[config.mk]
export PLATFORM = sky130hd
export DESIGN_NAME = dram_itf_arbiter_flat
export DESIGN_NICKNAME = d
export VERILOG_FILES = /design/src/rtl/dram_itf_arbiter_if.sv /design/src/rtl/dram_itf_arbiter.sv /design/src/flat_wrapper.sv
export SDC_FILE = /design/constraint.sdc
export NUM_CORES = 1
export LEC_CHECK = 0
export ABC_CLOCK_PERIOD_IN_PS = 2300
export CORE_AREA = 2 2 122 124
export CTS_CLUSTER_DIAMETER = 100
export DETAILED_ROUTE_END_ITERATION = 6
export DIE_AREA = 0 0 124 126
export GPL_ROUTABILITY_DRIVEN = 0
export PLACE_DENSITY = 0.73
export SLEW_MARGIN = 20
export SYNTH_ARGS = -nofsm -noshare
export SYNTH_HDL_FRONTEND = slang
export SYNTH_SLANG_ARGS = --single-unit
[constraint.sdc]
create_clock -name clk_neg_i -period 2.3 [get_ports clk_neg_i]
set_clock_uncertainty 0.1 [all_clocks]
set_input_delay 0.46 -clock clk_neg_i [delete_from_list [all_inputs] [get_ports clk_neg_i]]
set_output_delay 0.46 -clock clk_neg_i [all_outputs]
set_load 0.01 [all_outputs]
[src/rtl/dram_itf_arbiter_if.sv]
// Bus bundle for dram_itf_arbiter: core LSU port, external master port and SRAM port.
// The arbiter takes the slave modport; the surrounding logic (or bench) takes the master modport.
interface dram_itf_arbiter_if;
    logic        core_req_i;
    logic        core_we_i;
    logic [31:0] core_addr_i;
    logic [31:0] core_wdata_i;
    logic [3:0]  core_be_i;
    logic        core_gnt_o;
    logic        core_rvalid_o;
    logic [31:0] core_rdata_o;

    logic        ext_req_i;
    logic        ext_we_i;
    logic [31:0] ext_addr_i;
    logic [31:0] ext_wdata_i;
    logic [3:0]  ext_be_i;
    logic        ext_ack_o;
    logic [31:0] ext_rdata_o;

    logic        sram_req_o;
    logic        sram_we_o;
    logic [31:0] sram_addr_o;
    logic [31:0] sram_wdata_o;
    logic [3:0]  sram_be_o;
    logic [31:0] sram_rdata_i;

    modport slave (
        input  core_req_i, core_we_i, core_addr_i, core_wdata_i, core_be_i,
        input  ext_req_i, ext_we_i, ext_addr_i, ext_wdata_i, ext_be_i,
        input  sram_rdata_i,
        output core_gnt_o, core_rvalid_o, core_rdata_o,
        output ext_ack_o, ext_rdata_o,
        output sram_req_o, sram_we_o, sram_addr_o, sram_wdata_o, sram_be_o
    );

    modport master (
        output core_req_i, core_we_i, core_addr_i, core_wdata_i, core_be_i,
        output ext_req_i, ext_we_i, ext_addr_i, ext_wdata_i, ext_be_i,
        output sram_rdata_i,
        input  core_gnt_o, core_rvalid_o, core_rdata_o,
        input  ext_ack_o, ext_rdata_o,
        input  sram_req_o, sram_we_o, sram_addr_o, sram_wdata_o, sram_be_o
    );
endinterface

[src/rtl/dram_itf_arbiter.sv]
// Two-port SRAM arbiter: core LSU has priority, external master is served in a 4-state handshake.
// Define DRAM_ARB_STARVE_GUARD_EN to force the external port after STARVE_MAX denied cycles.
module dram_itf_arbiter #(
    parameter int unsigned STARVE_MAX = 4
) (
    input  logic              clk_neg_i,
    input  logic              rst_neg_ni,
    dram_itf_arbiter_if.slave bus
);
    typedef enum logic [1:0] {IDLE, EXT_ISSUE, EXT_ACK, EXT_DROP} state_t;

    state_t      state;
    logic [31:0] ext_addr_q;
    logic [31:0] ext_wdata_q;
    logic [3:0]  ext_be_q;
    logic        ext_we_q;
    logic        ext_ack_q;
    logic        rd_vld_p1;

    logic        starve_hit;
    logic        ext_win;
    logic        core_gnt;
    logic        sram_req;
    logic        sram_we;
    logic [31:0] sram_addr;
    logic [31:0] sram_wdata;
    logic [3:0]  sram_be;

    assign ext_win = (state == IDLE) & bus.ext_req_i & (~bus.core_req_i | starve_hit);

`ifdef DRAM_ARB_STARVE_GUARD_EN
    logic [3:0] starve_cnt;

    assign starve_hit = (starve_cnt == 4'(STARVE_MAX));

    always_ff @(posedge clk_neg_i or negedge rst_neg_ni) begin
        if (!rst_neg_ni) begin
            starve_cnt <= '0;
        end else if (ext_win) begin
            starve_cnt <= '0;
        end else if ((state == IDLE) && bus.ext_req_i && bus.core_req_i && !starve_hit) begin
            starve_cnt <= starve_cnt + 4'd1;
        end
    end
`else
    logic unused_starve_cfg;

    assign starve_hit        = 1'b0;
    assign unused_starve_cfg = (STARVE_MAX == 0);
`endif

    // Grant is combinational and held low while reset is asserted so outputs sit at reset values.
    always_comb begin
        core_gnt = 1'b0;
        case (state)
            IDLE:              core_gnt = bus.core_req_i & ~ext_win;
            EXT_ACK, EXT_DROP: core_gnt = bus.core_req_i;
            default:           core_gnt = 1'b0;
        endcase
        core_gnt = core_gnt & rst_neg_ni;
    end

    always_ff @(posedge clk_neg_i or negedge rst_neg_ni) begin
        if (!rst_neg_ni) begin
            state       <= IDLE;
            ext_addr_q  <= '0;
            ext_wdata_q <= '0;
            ext_be_q    <= '0;
            ext_we_q    <= 1'b0;
            ext_ack_q   <= 1'b0;
            rd_vld_p1   <= 1'b0;
        end else begin
            rd_vld_p1 <= core_gnt & ~bus.core_we_i;
            ext_ack_q <= 1'b0;
            case (state)
                IDLE: begin
                    if (ext_win) begin
                        ext_addr_q  <= bus.ext_addr_i;
                        ext_wdata_q <= bus.ext_wdata_i;
                        ext_be_q    <= bus.ext_be_i;
                        ext_we_q    <= bus.ext_we_i;
                        state       <= EXT_ISSUE;
                    end
                end
                EXT_ISSUE: begin
                    ext_ack_q <= 1'b1;
                    state     <= EXT_ACK;
                end
                EXT_ACK: state <= EXT_DROP;
                // The external master holds its request until it sees ack; wait for it to drop.
                EXT_DROP: begin
                    if (!bus.ext_req_i) state <= IDLE;
                end
                default: state <= IDLE;
            endcase
        end
    end

    always_comb begin
        sram_req   = 1'b0;
        sram_we    = 1'b0;
        sram_addr  = '0;
        sram_wdata = '0;
        sram_be    = 4'hF;
        if (state == EXT_ISSUE) begin
            sram_req   = 1'b1;
            sram_we    = ext_we_q;
            sram_addr  = ext_addr_q;
            sram_wdata = ext_wdata_q;
            sram_be    = ext_be_q;
        end else if (core_gnt) begin
            sram_req   = 1'b1;
            sram_we    = bus.core_we_i;
            sram_addr  = bus.core_addr_i;
            sram_wdata = bus.core_wdata_i;
            sram_be    = bus.core_be_i;
        end
    end

    assign bus.core_gnt_o    = core_gnt;
    assign bus.core_rvalid_o = rd_vld_p1;
    assign bus.core_rdata_o  = rd_vld_p1 ? bus.sram_rdata_i : 32'h0;
    assign bus.ext_ack_o     = ext_ack_q;
    assign bus.ext_rdata_o   = ext_ack_q ? bus.sram_rdata_i : 32'h0;
    assign bus.sram_req_o    = sram_req;
    assign bus.sram_we_o     = sram_we;
    assign bus.sram_addr_o   = sram_addr;
    assign bus.sram_wdata_o  = sram_wdata;
    assign bus.sram_be_o     = sram_be;
endmodule

[src/flat_wrapper.sv]
// flat-port wrapper written by rule: the top's interface ports become plain ports
module dram_itf_arbiter_flat 
#(
    parameter int unsigned STARVE_MAX = 4
)
  (clk_neg_i, rst_neg_ni, bus_core_req_i, bus_core_we_i, bus_core_addr_i, bus_core_wdata_i, bus_core_be_i, bus_ext_req_i, bus_ext_we_i, bus_ext_addr_i, bus_ext_wdata_i, bus_ext_be_i, bus_sram_rdata_i, bus_core_gnt_o, bus_core_rvalid_o, bus_core_rdata_o, bus_ext_ack_o, bus_ext_rdata_o, bus_sram_req_o, bus_sram_we_o, bus_sram_addr_o, bus_sram_wdata_o, bus_sram_be_o);
  dram_itf_arbiter_if bus_i ();
  input  logic clk_neg_i;
  input  logic rst_neg_ni;
  input wire logic [$bits(bus_i.core_req_i)-1:0] bus_core_req_i;
  input wire logic [$bits(bus_i.core_we_i)-1:0] bus_core_we_i;
  input wire logic [$bits(bus_i.core_addr_i)-1:0] bus_core_addr_i;
  input wire logic [$bits(bus_i.core_wdata_i)-1:0] bus_core_wdata_i;
  input wire logic [$bits(bus_i.core_be_i)-1:0] bus_core_be_i;
  input wire logic [$bits(bus_i.ext_req_i)-1:0] bus_ext_req_i;
  input wire logic [$bits(bus_i.ext_we_i)-1:0] bus_ext_we_i;
  input wire logic [$bits(bus_i.ext_addr_i)-1:0] bus_ext_addr_i;
  input wire logic [$bits(bus_i.ext_wdata_i)-1:0] bus_ext_wdata_i;
  input wire logic [$bits(bus_i.ext_be_i)-1:0] bus_ext_be_i;
  input wire logic [$bits(bus_i.sram_rdata_i)-1:0] bus_sram_rdata_i;
  output wire logic [$bits(bus_i.core_gnt_o)-1:0] bus_core_gnt_o;
  output wire logic [$bits(bus_i.core_rvalid_o)-1:0] bus_core_rvalid_o;
  output wire logic [$bits(bus_i.core_rdata_o)-1:0] bus_core_rdata_o;
  output wire logic [$bits(bus_i.ext_ack_o)-1:0] bus_ext_ack_o;
  output wire logic [$bits(bus_i.ext_rdata_o)-1:0] bus_ext_rdata_o;
  output wire logic [$bits(bus_i.sram_req_o)-1:0] bus_sram_req_o;
  output wire logic [$bits(bus_i.sram_we_o)-1:0] bus_sram_we_o;
  output wire logic [$bits(bus_i.sram_addr_o)-1:0] bus_sram_addr_o;
  output wire logic [$bits(bus_i.sram_wdata_o)-1:0] bus_sram_wdata_o;
  output wire logic [$bits(bus_i.sram_be_o)-1:0] bus_sram_be_o;
  assign bus_i.core_req_i = bus_core_req_i;
  assign bus_i.core_we_i = bus_core_we_i;
  assign bus_i.core_addr_i = bus_core_addr_i;
  assign bus_i.core_wdata_i = bus_core_wdata_i;
  assign bus_i.core_be_i = bus_core_be_i;
  assign bus_i.ext_req_i = bus_ext_req_i;
  assign bus_i.ext_we_i = bus_ext_we_i;
  assign bus_i.ext_addr_i = bus_ext_addr_i;
  assign bus_i.ext_wdata_i = bus_ext_wdata_i;
  assign bus_i.ext_be_i = bus_ext_be_i;
  assign bus_i.sram_rdata_i = bus_sram_rdata_i;
  assign bus_core_gnt_o = bus_i.core_gnt_o;
  assign bus_core_rvalid_o = bus_i.core_rvalid_o;
  assign bus_core_rdata_o = bus_i.core_rdata_o;
  assign bus_ext_ack_o = bus_i.ext_ack_o;
  assign bus_ext_rdata_o = bus_i.ext_rdata_o;
  assign bus_sram_req_o = bus_i.sram_req_o;
  assign bus_sram_we_o = bus_i.sram_we_o;
  assign bus_sram_addr_o = bus_i.sram_addr_o;
  assign bus_sram_wdata_o = bus_i.sram_wdata_o;
  assign bus_sram_be_o = bus_i.sram_be_o;
  dram_itf_arbiter #(.STARVE_MAX(STARVE_MAX)) u_core (.clk_neg_i(clk_neg_i), .rst_neg_ni(rst_neg_ni), .bus(bus_i));
endmodule
; ---- Word-level counts from Yosys, hierarchy flattened
; Cells that the tools add are included.
; Widths: inputs -> output; s select.
[word_totals]
output_inout_bits = 137
word_cells = 41
inputBits = 174
reg_bits = 73
[classes]
n_mux = 17
n_eq_ne = 5
n_reduce_logical = 4
bitwise = 8
[ops]
columns = operator, count
row1 = $mux 32, 6
row2 = $mux 4, 2
row3 = $pmux 2 s4, 1
row4 = $and 1x1->1, 5
row5 = $mux 1, 5
row6 = $eq 2x2->1 const B, 2
row7 = $mux 2, 2
row8 = $reduce_and 2->1, 2
row9 = $not 1->1, 3
row10 = $eq 2x1->1 const B, 1
row11 = $logic_not 2->1, 1
row12 = $ne 2x1->1 const B, 1
row13 = $ne 2x2->1 const B, 1
row14 = $pmux 1 s2, 1
row15 = $reduce_or 2->1, 1

; ---- Logic depth before layout (Yosys ltp)
[logic_depth]
depth_word = 9
depth_mapped = 9
ltp_nobuf = 6

; ---- Worst setup path after synthesis
; No wires, ideal clock.
[synth_timing]
path_kind = register to output
from = reg u_core.state[1]
to = out bus_sram_addr_o[13]
path_stages_with_launch = 10
n_path_buf = 4
required_ns = 1.740
path_slack_ns = 0.034
arrival_ns = 1.706
cell_sequence = dfrtp_1 > inv_1 > ha_1 > buf_2 > or3_1 > buf_6 > inv_6 > buf_12 > buf_12 > a22o_1
[synth_via]
elab_chain_len = 9
word_cells_on_any_way = 13
cone_classes = eq/ne (3) / mux (3) / bitwise (5) / reduce/logical (2)
[synth_rtl]
columns = item, line
row1 = "start, declared", dram_itf_arbiter.sv:12  ; state_t state;
row2 = "start signal, assigned", dram_itf_arbiter.sv:65  ; state <= IDLE;
row3 = "start signal, assigned", dram_itf_arbiter.sv:82  ; state <= EXT_ISSUE;
row4 = "start signal, assigned", dram_itf_arbiter.sv:87  ; state <= EXT_ACK;
row5 = $logic_not 2->1, "dram_itf_arbiter.sv:29, dram_itf_arbiter.sv:55"
row6 = $and 1x1->1 (2 in series), dram_itf_arbiter.sv:29  ; assign ext_win = (state == IDLE) & bus.ext_req_i & (~bus.core_req_i | starve_hit);
row7 = $not 1->1, dram_itf_arbiter.sv:56  ; IDLE: core_gnt = bus.core_req_i & ~ext_win;
row8 = $and 1x1->1, dram_itf_arbiter.sv:56
row9 = $pmux 1 s2, dram_itf_arbiter.sv:55  ; case (state)
row10 = $and 1x1->1, dram_itf_arbiter.sv:60  ; core_gnt = core_gnt & rst_neg_ni;
row11 = $mux 32, dram_itf_arbiter.sv:111  ; end else if (core_gnt) begin
row12 = $mux 32 (*), dram_itf_arbiter.sv:105  ; if (state == EXT_ISSUE) begin
row13 = "end, declared", flat_wrapper.sv:28  ; output wire logic [$bits(bus_i.sram_addr_o)-1:0] bus_sram_addr_o;
; Every way passes the cells marked *; elsewhere a longest branch is shown, timed or not.

; ---- Final worst setup path
[layout_timing]
from = reg u_core.state[1]
to = out bus_sram_addr_o[28]
; Same word-level chain as after synthesis.

==> reports/summary.txt <==
first-pass GRT wire length -> 22,070 microns
worst-margin pin slew -> 0.5407 ns
Main synth FF type -> dfrtp_1
most common cell after layout, fill and taps aside -> clkdlybuf4s50_1
Combinational Power Share -> 50.4%
Clock Power Share -> 20.7%
synthesized area per cell -> 12.19 sq um
initial antenna violation count -> 2
outcome -> finished, violations left
CORE AREA -> 14,310 sq um
initial core utilization -> 27.76%
Overflow after GRT -> 0
Crit Path Category -> reg2out
vias per cell -> 4.647
clk sinks -> 73
initial DRC count -> 73
failing checks -> setup timing
reg-to-reg startpoint -> u_core.state[0]
Tmin final -> 2.613 ns
Post-synth EDFFs -> 0
Pleak -> 3.333 nW
antenna viol nets, final -> 0
CTS tree -> done
Ys Warns -> 0
Final Cell Area -> 7536 sq um
Sw Ratio -> 32.33%
row cnt -> 44
#FFs+latches synth -> 73
Longest Clk Path Bufs -> 2
gate count of the mapped netlist -> 326
Internal -> 0.005446 W
Peak VDD IR -> 0.0004545 V
final setup fails -> 71
Detail Placement HPWL -> 11,320 microns
Slew HR -> 63.95%
area delta synth->final -> 89.64%
placed inst area -> 7249 sq um
register area share after synthesis -> 45.97%
number of buffers added to fix hold violations after cts -> 0
Pwr Density -> 1068 nW/um^2
critical path arrival -> 2.05 ns
Syn Nets -> 504
drt first pass iters -> 4
H-tree Lvls -> 3
Total Power -> 0.008049 W
crit path launch -> u_core.state[1]
Setup crit end kind -> primary output
DR WL/cell -> 17.77 microns
die area -> 15,620 sq um
commonest non-fill, non-tap cells in the layout -> 237 x clkdlybuf4s50_1, 73 x dfrtp_1, 70 x mux2_2
hold violation total from the final report -> 0
Top Ports -> 311
Fmax achieved -> 382.8 MHz
Chip Height -> 126 microns
Final Max Slew Viols -> 0
PnR worst setup slack -> -0.3125 ns
area fraction of the dominant cell type after synthesis -> 45.97%
layout cells sized above 1 -> 29.69%
CP max FO -> 8
largest area contributor in the netlist -> dfrtp_1
clk_lat worst skew -> 0.32 ns
Die W -> 124 microns
worst hold slack -> 0.1211 ns
drt drc -> 0
async set or reset register ratio after synthesis -> 100.0%
Cell variety after synth -> 21
Root Buffer -> clkbuf_16
RSZ-0062 raised after global routing -> yes
via count -> 3,880
largest net degree at the start of global routing -> 72
CTS Buf Count -> 9
WP data required -> 1.74 ns
vias in the first global route -> 4,184
number of port buffers -> 310
worst hold path class -> in2async
sequential power share -> 28.9%
DRT Wirelength -> 14,840 microns
Layout Nets -> 823
startpoint types -> register
All-Layer GR Usage -> 18.60%
switching power -> 0.002602 W
period utilization -> 113.6%
Max Cap Viol -> 0
synth top area cells -> dfrtp_1 46%, mux2_2 20%, a22o_1 14%
Worst-path clk slew -> 0.05 ns
Mapped Area -> 3974 sq um
[synthesized netlist by cell type (2+ instances only)]
cell type  count
ha_1           4
a2bb2oi_1      4
inv_1          6
nand2b_1       2
a22o_1        65
mux2_2        70
dfrtp_1       73
buf_2          9
buf_12         5
clkbuf_1      13
and2_1        65
[critical path: stages, from the launching register on]
cell	delay (ns)
dfrtp_1	0.40
inv_2	0.08
ha_2	0.19
or3_4	0.42
inv_8	0.11
buf_12	0.12
buf_16	0.12
a22o_1	0.14
buf_2	0.13
[power by group through the flow]
stage | Combinational (W) | Sequential (W) | Clock [W]
CTS | 0.00409 | 0.00232 | 0.00172
finish | 0.00405 | 0.00233 | 0.00167
global placement | 0.00414 | 0.00233 | 0
detailed placement | 0.00427 | 0.00233 | 0
global route | 0.00439 | 0.00241 | 0.00177
floorplan | 0.00226 | 0.00219 | 0
[final cells by class]
cell class | count | area, sq um
Timing Repair Buffer | 337 | 3138
Tap cell | 184 | 230.2
Fill cell | 1283 | 6778
Sequential cell | 73 | 1827
Antenna cell | 1 | 2.502
Clock inverter | 4 | 97.59
Inverter | 7 | 33.78
Clock buffer | 12 | 266.5
Multi-Input combinational cell | 217 | 1941
[repair_timing]
item	CTS	global route
buffers inserted	9	1
endpoints found under the hold margin	0	0
setup endpoints to repair	71	71
pin swaps	8	0
resized for setup	305	1
gates cloned	4	0
[kinds of logic (layout without fill, tap and decap cells)]
group	Yosys count	count (layout)	share of synthesized area [%]
flops	73	73	45.97
simple gates	72	72	11.21
compound gates	71	71	15.59
mux	70	70	19.84
buf+inv	36	360	6.140
fa+ha+maj	4	4	1.259
other cells	0	1	0
[sequential cells by signal, summed over array words and instances (netlist names)]
register	count
u_core.bus.core_rvalid_o	1
u_core.ext_we_q	1
u_core.ext_addr_q	32
u_core.ext_wdata_q	32
u_core.state	2
u_core.bus.ext_ack_o	1
u_core.ext_be_q	4
[stage by stage]
step           TNS, ns  utilization, %  instances  worst slack [ns]
2_1_floorplan        0               -        326           0.03375
3_3_place_gp    -42.73           50.65        805           -0.6727
3_5_place_dp    -45.55           50.65        805           -0.6977
4_1_cts         -18.62           52.63        834           -0.3264
5_1_grt         -24.79           52.65        835           -0.4016
6_report        -18.11           52.65        835           -0.3125
[worst paths after layout]
kind | slack, ns | end | cells after the start
hold reg to reg | 0.41 | u_core.ext_be_q[0] | 1
setup / recovery | -0.31 | bus_sram_addr_o[28] | 8
max in group asynchronous | 1.09 | u_core.ext_wdata_q[1] | 3
min in group clk_neg_i | 0.41 | u_core.ext_be_q[0] | 1
setup reg to reg | 0.42 | u_core.ext_addr_q[1] | 6
hold / removal | 0.12 | u_core.state[1] | 2
[layer usage]
layer	vias to the layer above	wire length [microns]	share of wire [%]	GRT usage (%)
met5	-	8	0.054	0
met4	2	277	1.9	6.147
met3	14	1472	9.9	6.341
met2	196	8036	54	35.97
met1	1852	5047	34	17.99
li1	1816	-	-	-
Power figures use the tool's default switching activity.
